**src/rtl/bpu_pkg.sv**
```systemverilog
// Shared definitions for the branch prediction unit: 2-bit counter encodings
// and the saturating counter update.
package bpu_pkg;

    localparam logic [1:0] CNT_SNT   = 2'b00;
    localparam logic [1:0] CNT_WNT   = 2'b01;
    localparam logic [1:0] CNT_WT    = 2'b10;
    localparam logic [1:0] CNT_ST    = 2'b11;
    localparam logic [1:0] CNT_RESET = CNT_WNT;

    // Move one step toward the resolved outcome, sticking at either end.
    function automatic logic [1:0] cnt_update(input logic [1:0] cnt, input logic taken);
        if (taken)
            return (cnt == CNT_ST) ? CNT_ST : cnt + 2'd1;
        else
            return (cnt == CNT_SNT) ? CNT_SNT : cnt - 2'd1;
    endfunction

endpackage

```
**src/rtl/bpu_btb.sv**
```systemverilog
// Direct-mapped branch target buffer: combinational tag-compare read port and
// one write port. Only the valid bits are reset.
module bpu_btb
    import bpu_pkg::*;
#(
    parameter int WORD_SIZE = 16,
    parameter int IDX_BITS  = 6
) (
    input  logic                 clk,
    input  logic                 reset,
    input  logic [WORD_SIZE-1:0] rd_pc,
    output logic                 rd_hit,
    output logic [WORD_SIZE-1:0] rd_target,
    output logic                 rd_jmp,
    input  logic                 wr_en,
    input  logic [WORD_SIZE-1:0] wr_pc,
    input  logic [WORD_SIZE-1:0] wr_target,
    input  logic                 wr_jmp
);

    localparam int DEPTH = 1 << IDX_BITS;
    localparam int TAG_W = WORD_SIZE - IDX_BITS;

    logic [DEPTH-1:0]     valid;
    logic [DEPTH-1:0]     jmp_mem;
    logic [TAG_W-1:0]     tag_mem    [DEPTH];
    logic [WORD_SIZE-1:0] target_mem [DEPTH];

    logic [IDX_BITS-1:0] rd_idx;
    logic [IDX_BITS-1:0] wr_idx;
    logic [TAG_W-1:0]    rd_tag;
    logic [TAG_W-1:0]    wr_tag;

    assign rd_idx = rd_pc[IDX_BITS-1:0];
    assign rd_tag = rd_pc[WORD_SIZE-1:IDX_BITS];
    assign wr_idx = wr_pc[IDX_BITS-1:0];
    assign wr_tag = wr_pc[WORD_SIZE-1:IDX_BITS];

    assign rd_hit    = valid[rd_idx] && (tag_mem[rd_idx] == rd_tag);
    assign rd_target = target_mem[rd_idx];
    assign rd_jmp    = jmp_mem[rd_idx];

    always_ff @(posedge clk or posedge reset) begin
        if (reset)
            valid <= '0;
        else if (wr_en)
            valid[wr_idx] <= 1'b1;
    end

    // NOTE: payload arrays carry no reset; a cleared valid bit already masks
    // them, and leaving them unreset lets synthesis map them to plain RAM.
    always_ff @(posedge clk) begin
        if (wr_en) begin
            tag_mem[wr_idx]    <= wr_tag;
            target_mem[wr_idx] <= wr_target;
            jmp_mem[wr_idx]    <= wr_jmp;
        end
    end

endmodule

```
**src/rtl/branch_pred_unit.sv**
```systemverilog
// Branch predictor: BTB + PHT of 2-bit counters + mispredict counter.
// Define BPU_GSHARE_EN for gshare indexing (PC XOR global history); default is bimodal.
module branch_pred_unit
    import bpu_pkg::*;
#(
    parameter int WORD_SIZE    = 16,
    parameter int BTB_IDX_BITS = 6,
    parameter int PHT_IDX_BITS = 4,
    parameter int CNT_BITS     = 16
) (
    input  logic                    clk,
    input  logic                    reset,
    input  logic                    en,
    input  logic [WORD_SIZE-1:0]    if_pc,
    output logic                    pred_hit,
    output logic                    pred_taken,
    output logic [WORD_SIZE-1:0]    pred_next_pc,
    output logic [PHT_IDX_BITS-1:0] pred_idx,
    input  logic                    upd_valid,
    input  logic                    upd_is_jump,
    input  logic [WORD_SIZE-1:0]    upd_pc,
    input  logic                    upd_taken,
    input  logic [WORD_SIZE-1:0]    upd_target,
    input  logic [PHT_IDX_BITS-1:0] upd_idx,
    input  logic                    upd_mispredict,
    output logic [CNT_BITS-1:0]     miss_cnt
);

    localparam int PHT_DEPTH = 1 << PHT_IDX_BITS;

    logic [1:0]           pht [PHT_DEPTH];
    logic                 upd_fire;
    logic                 btb_jmp;
    logic [WORD_SIZE-1:0] btb_target;
    logic [1:0]           pht_ctr;

    assign upd_fire = en && upd_valid;

    bpu_btb #(
        .WORD_SIZE (WORD_SIZE),
        .IDX_BITS  (BTB_IDX_BITS)
    ) u_btb (
        .clk       (clk),
        .reset     (reset),
        .rd_pc     (if_pc),
        .rd_hit    (pred_hit),
        .rd_target (btb_target),
        .rd_jmp    (btb_jmp),
        .wr_en     (upd_fire && upd_taken),
        .wr_pc     (upd_pc),
        .wr_target (upd_target),
        .wr_jmp    (upd_is_jump)
    );

`ifdef BPU_GSHARE_EN
    logic [PHT_IDX_BITS-1:0] ghr;

    assign pred_idx = if_pc[PHT_IDX_BITS-1:0] ^ ghr;

    always_ff @(posedge clk or posedge reset) begin
        if (reset)
            ghr <= '0;
        else if (upd_fire && !upd_is_jump)
            ghr <= {ghr[PHT_IDX_BITS-2:0], upd_taken};
    end
`else
    assign pred_idx = if_pc[PHT_IDX_BITS-1:0];
`endif

    assign pht_ctr      = pht[pred_idx];
    assign pred_taken   = pred_hit && (btb_jmp || pht_ctr[1]);
    assign pred_next_pc = pred_taken ? btb_target : if_pc + WORD_SIZE'(1);

    // NOTE: state is written with non-blocking assignments so every register
    // samples pre-edge values; lookup therefore sees no same-cycle bypass.
    always_ff @(posedge clk or posedge reset) begin
        if (reset) begin
            for (int i = 0; i < PHT_DEPTH; i++)
                pht[i] <= CNT_RESET;
        end else if (upd_fire && !upd_is_jump) begin
            pht[upd_idx] <= cnt_update(pht[upd_idx], upd_taken);
        end
    end

    always_ff @(posedge clk or posedge reset) begin
        if (reset)
            miss_cnt <= '0;
        else if (upd_fire && upd_mispredict && (miss_cnt != '1))
            miss_cnt <= miss_cnt + CNT_BITS'(1);
    end

endmodule

```
**config.mk**
```make
export PLATFORM = sky130hd
export DESIGN_NAME = branch_pred_unit
export DESIGN_NICKNAME = d
export VERILOG_FILES = /design/src/rtl/bpu_pkg.sv /design/src/rtl/bpu_btb.sv /design/src/rtl/branch_pred_unit.sv
export SDC_FILE = /design/constraint.sdc
export NUM_CORES = 2
export LEC_CHECK = 0
export BUFFER_PORTS_ARGS = -buffer_cell sky130_fd_sc_hd__buf_4
export CORE_UTILIZATION = 60
export CTS_BUF_LIST = sky130_fd_sc_hd__clkbuf_8
export CTS_CLUSTER_DIAMETER = 30
export DETAILED_ROUTE_END_ITERATION = 10
export GPL_TIMING_DRIVEN = 0
export PLACE_DENSITY = 0.87
export SLEW_MARGIN = 20
export SYNTH_ARGS = -nofsm -noshare
export SYNTH_HDL_FRONTEND = slang
export SYNTH_SLANG_ARGS = --single-unit
```
**constraint.sdc**
```tcl
create_clock -name clk -period 8.6 [get_ports clk]
set_input_delay 0.86 -clock clk [delete_from_list [all_inputs] [get_ports clk]]
set_output_delay 0.86 -clock clk [all_outputs]
set_load 0.05 [all_outputs]
```
==> impl_metrics.ini <==
[status]
status = complete, but fails checks
violations = design-rule violations

[clocking]
numCtsBuffers = 351
cts_tree = yes
cts_setup_buffers = 0
cts_buffer_depth = 4
clock_latency_ns = 1.00
cts-root-buf = clkbuf_8
cts.sinks = 1840
cts_resized = 0
path_clk_slew_ns = 0.06
htreeDepth = 5

[sta]
hold_violations = 0
maxSlewViolCount = 0
fmax_mhz = 123
period_needed_ns = 8.14
setup_viol = 0
rsz0062_at_grt = no
maxSlewHeadroom = 0.0854
max_slew.worst_pin.slew_ns = 1.37
finalCritPeriodShare = 0.947
finClkSkew_ns = 0.0276
timing.setup.tns_ns = 0

[pwr]
p_clk_frac = 0.451
power_leakage_uw = 0.0279
pwr-share-comb = 0.059
p_int_uw = 15500
p_sw_uw = 4750
powerDensity_mw_per_mm2 = 241
p_sw_frac = 0.234
max-vdd-ir-drop_mv = 0.205
pwr-share-seq = 0.490

[routing]
vias_per_cell = 7.25
drc = 2
ant_nets = 0
vias = 40400
wl_per_cell_um = 40.1
routed_wl_mm = 223
drt_first_iter_violations = 7139
first_pass_iters = 11

[worst_setup_path]
r2r_slack_ns = 5.99
cp_slowest_stage_delay_ns = 0.88
cp-end-kind = output pin
required_ns = 7.74
cp-start-kind = input port
crit_fanout = 10
setup.worst_path.class = in -> out
cp_cell_sequence = buf_4, buf_6, buf_6, buf_6, buf_2, buf_4, mux2i_1, o221ai_1, a211oi_1, a211oi_1, xor2_1, nor4_1, o221ai_1, nor3_4, buf_12, mux2i_1, buf_4
crit_slowest_cell = nor3_4
arrival_ns = 7.28

[floorplanning]
coreArea_mm2 = 0.118
fp-row-count = 126
fp.dieW_um = 348
die_h_um = 348
initial_utilization = 0.607
die-area_mm2 = 0.121
io_pins = 97

[placed_design]
placed_area_mm2 = 0.0766
dp.cells = 4939
place_congestion = 1.01
port_buffers = 88
dp_hpwl_mm = 135

[final_layout]
stdcell_count = 5568
drive_above_1_share = 0.378
nets = 3754
design_area_mm2 = 0.0840
syn2layout_area_growth_pct = 16.8

[synth]
synth_seq_cells = 1840
synth_cell_types = 69
synthArstFlopShare = 0.0609
synth.cell_area_mm2 = 0.0719
synth_top_cell_by_area = edfxtp_1
synth.avg_cell_area_um2 = 22.6
synth_edf_count = 1728
ys_top_cells_by_area = edfxtp_1 (72%), mux4_2 (16%), dfrtp_1 (3.3%)
yosys_warnings = 0
syn_nets = 3245
synth_top_area_frac = 0.722
yosysSeqAreaShare = 0.761
ys.flop_type = edfxtp_1
syn_inst = 3184

[global_routing]
first_global_vias = 40700
grt_pass1_wl_mm = 306
grtUsageTotal = 0.373
grt_start_max_net_pins = 68
antenna_found_initial = 14
overflow = 0

[job]
maxCapViolations = 0

[worst_hold_path]
hold_class = in -> reg
[power groups by stage]
stage          Clock [uW]  Sequential, uW  Combinational (uW)
2_1_floorplan           0           10100                 598
3_3_place_gp            0           10100                1070
3_5_place_dp            0           10100                1130
4_1_cts              9120            9910                1150
5_1_grt              9510            9910                1210
6_report             9130            9910                1200
[synthesized netlist by cell type, types with 17 or more instances]
| master | count |
|---|---|
| nand3_1 | 26 |
| a21oi_1 | 19 |
| xnor2_1 | 32 |
| mux4_1 | 23 |
| edfxtp_1 | 1728 |
| nor2_1 | 96 |
| clkbuf_1 | 41 |
| a22oi_1 | 17 |
| or2_2 | 64 |
| nand2_1 | 74 |
| buf_2 | 84 |
| dfrtp_1 | 96 |
| mux2i_1 | 73 |
| mux4_2 | 496 |
| nor2b_1 | 20 |
| buf_4 | 20 |
| mux2_2 | 45 |
[final timing paths]
path	from	to	cells after the start
max	if_pc[1]	pred_next_pc[0]	17
min	upd_mispredict	miss_cnt[1]	4
max reg2reg	pht[9]	pht[5]	5
min reg2reg	u_btb.valid[55]	u_btb.valid[55]	1
max in group asynchronous	reset	u_btb.valid[37]	4
min in group asynchronous	reset	miss_cnt[1]	3
[critical path: cells and delay by family]
kind	cells	cell delay [ns]
xor gates and xnor gates	1	0.21
and+or+nand+nor	2	1.29
muxes	2	1.03
buffers and inverters	8	2.31
AOI/OAI and AO/OA	4	1.53
[repair_timing]
item                       4_1_cts  5_1_grt
hold buffers                     1        0
setup endpoints to repair        0        0
hold endpoints to repair        48        0
[final cells by class]
class / count / area [um2]
Fill cell: 6274 / 34400
Tap cell: 1600 / 2000
Inverter: 7 / 31.3
Timing Repair Buffer: 156 / 2180
Sequential cell: 1840 / 54700
Multi-Input combinational cell: 1166 / 16700
Antenna cell: 7 / 17.5
Clock inverter: 255 / 2330
Clock buffer: 366 / 5040
Buffer: 171 / 938
[cells in the final DEF, fill, tap and decap left out, types with 19 or more instances in the layout]
cell type	n
nand3_1	26
or2_2	64
bufinv_16	40
nor2b_1	20
buf_2	84
buf_16	22
clkinv_2	51
clkbuf_1	39
dfrtp_1	96
edfxtp_1	1728
inv_1	56
mux4_2	496
a21oi_1	19
clkinv_1	55
xnor2_1	32
buf_12	48
nor2_1	32
mux4_1	23
nor2_4	64
clkbuf_8	366
mux2i_1	73
clkinvlp_4	31
buf_4	108
nand2_1	74
mux2_2	45
[state kept, by name, indices dropped and copies added (netlist names)]
register          cells
miss_cnt             16
pht                  32
u_btb.jmp_mem        64
u_btb.tag_mem       640
u_btb.target_mem   1024
u_btb.valid          64
[metrics by stage]
step / setup slack [ns] / power, uW / hold WS [ns] / utilization
finish: 0.460 / 20200 / 0.267 / 0.709
global route: 0.715 / 20600 / 0.232 / 0.709
CTS: 1.07 / 20200 / 0.208 / 0.709
detailed placement: 1.14 / 11200 / 0.449 / 0.647
global placement: 1.22 / 11200 / 0.442 / 0.630
floorplan: 3.31 / 10700 / 0.430 / -
[per-layer routing]
metal	GRT usage	up-vias	part of all wire
li1	-	14500	-
met1	0.452	20400	0.31
met2	0.572	4416	0.46
met3	0.125	1048	0.15
met4	0.255	14	0.080
met5	0.000800	-	0.00034
[kinds of logic after synthesis]
kind of cell    synth area share
buf+inv                   0.0133
fa+ha+maj               0.000626
flops                      0.761
compound gates            0.0131
mux                        0.183
simple gates              0.0235
xor+xnor                 0.00572
Note: power is estimated with default switching activity, not from simulation.
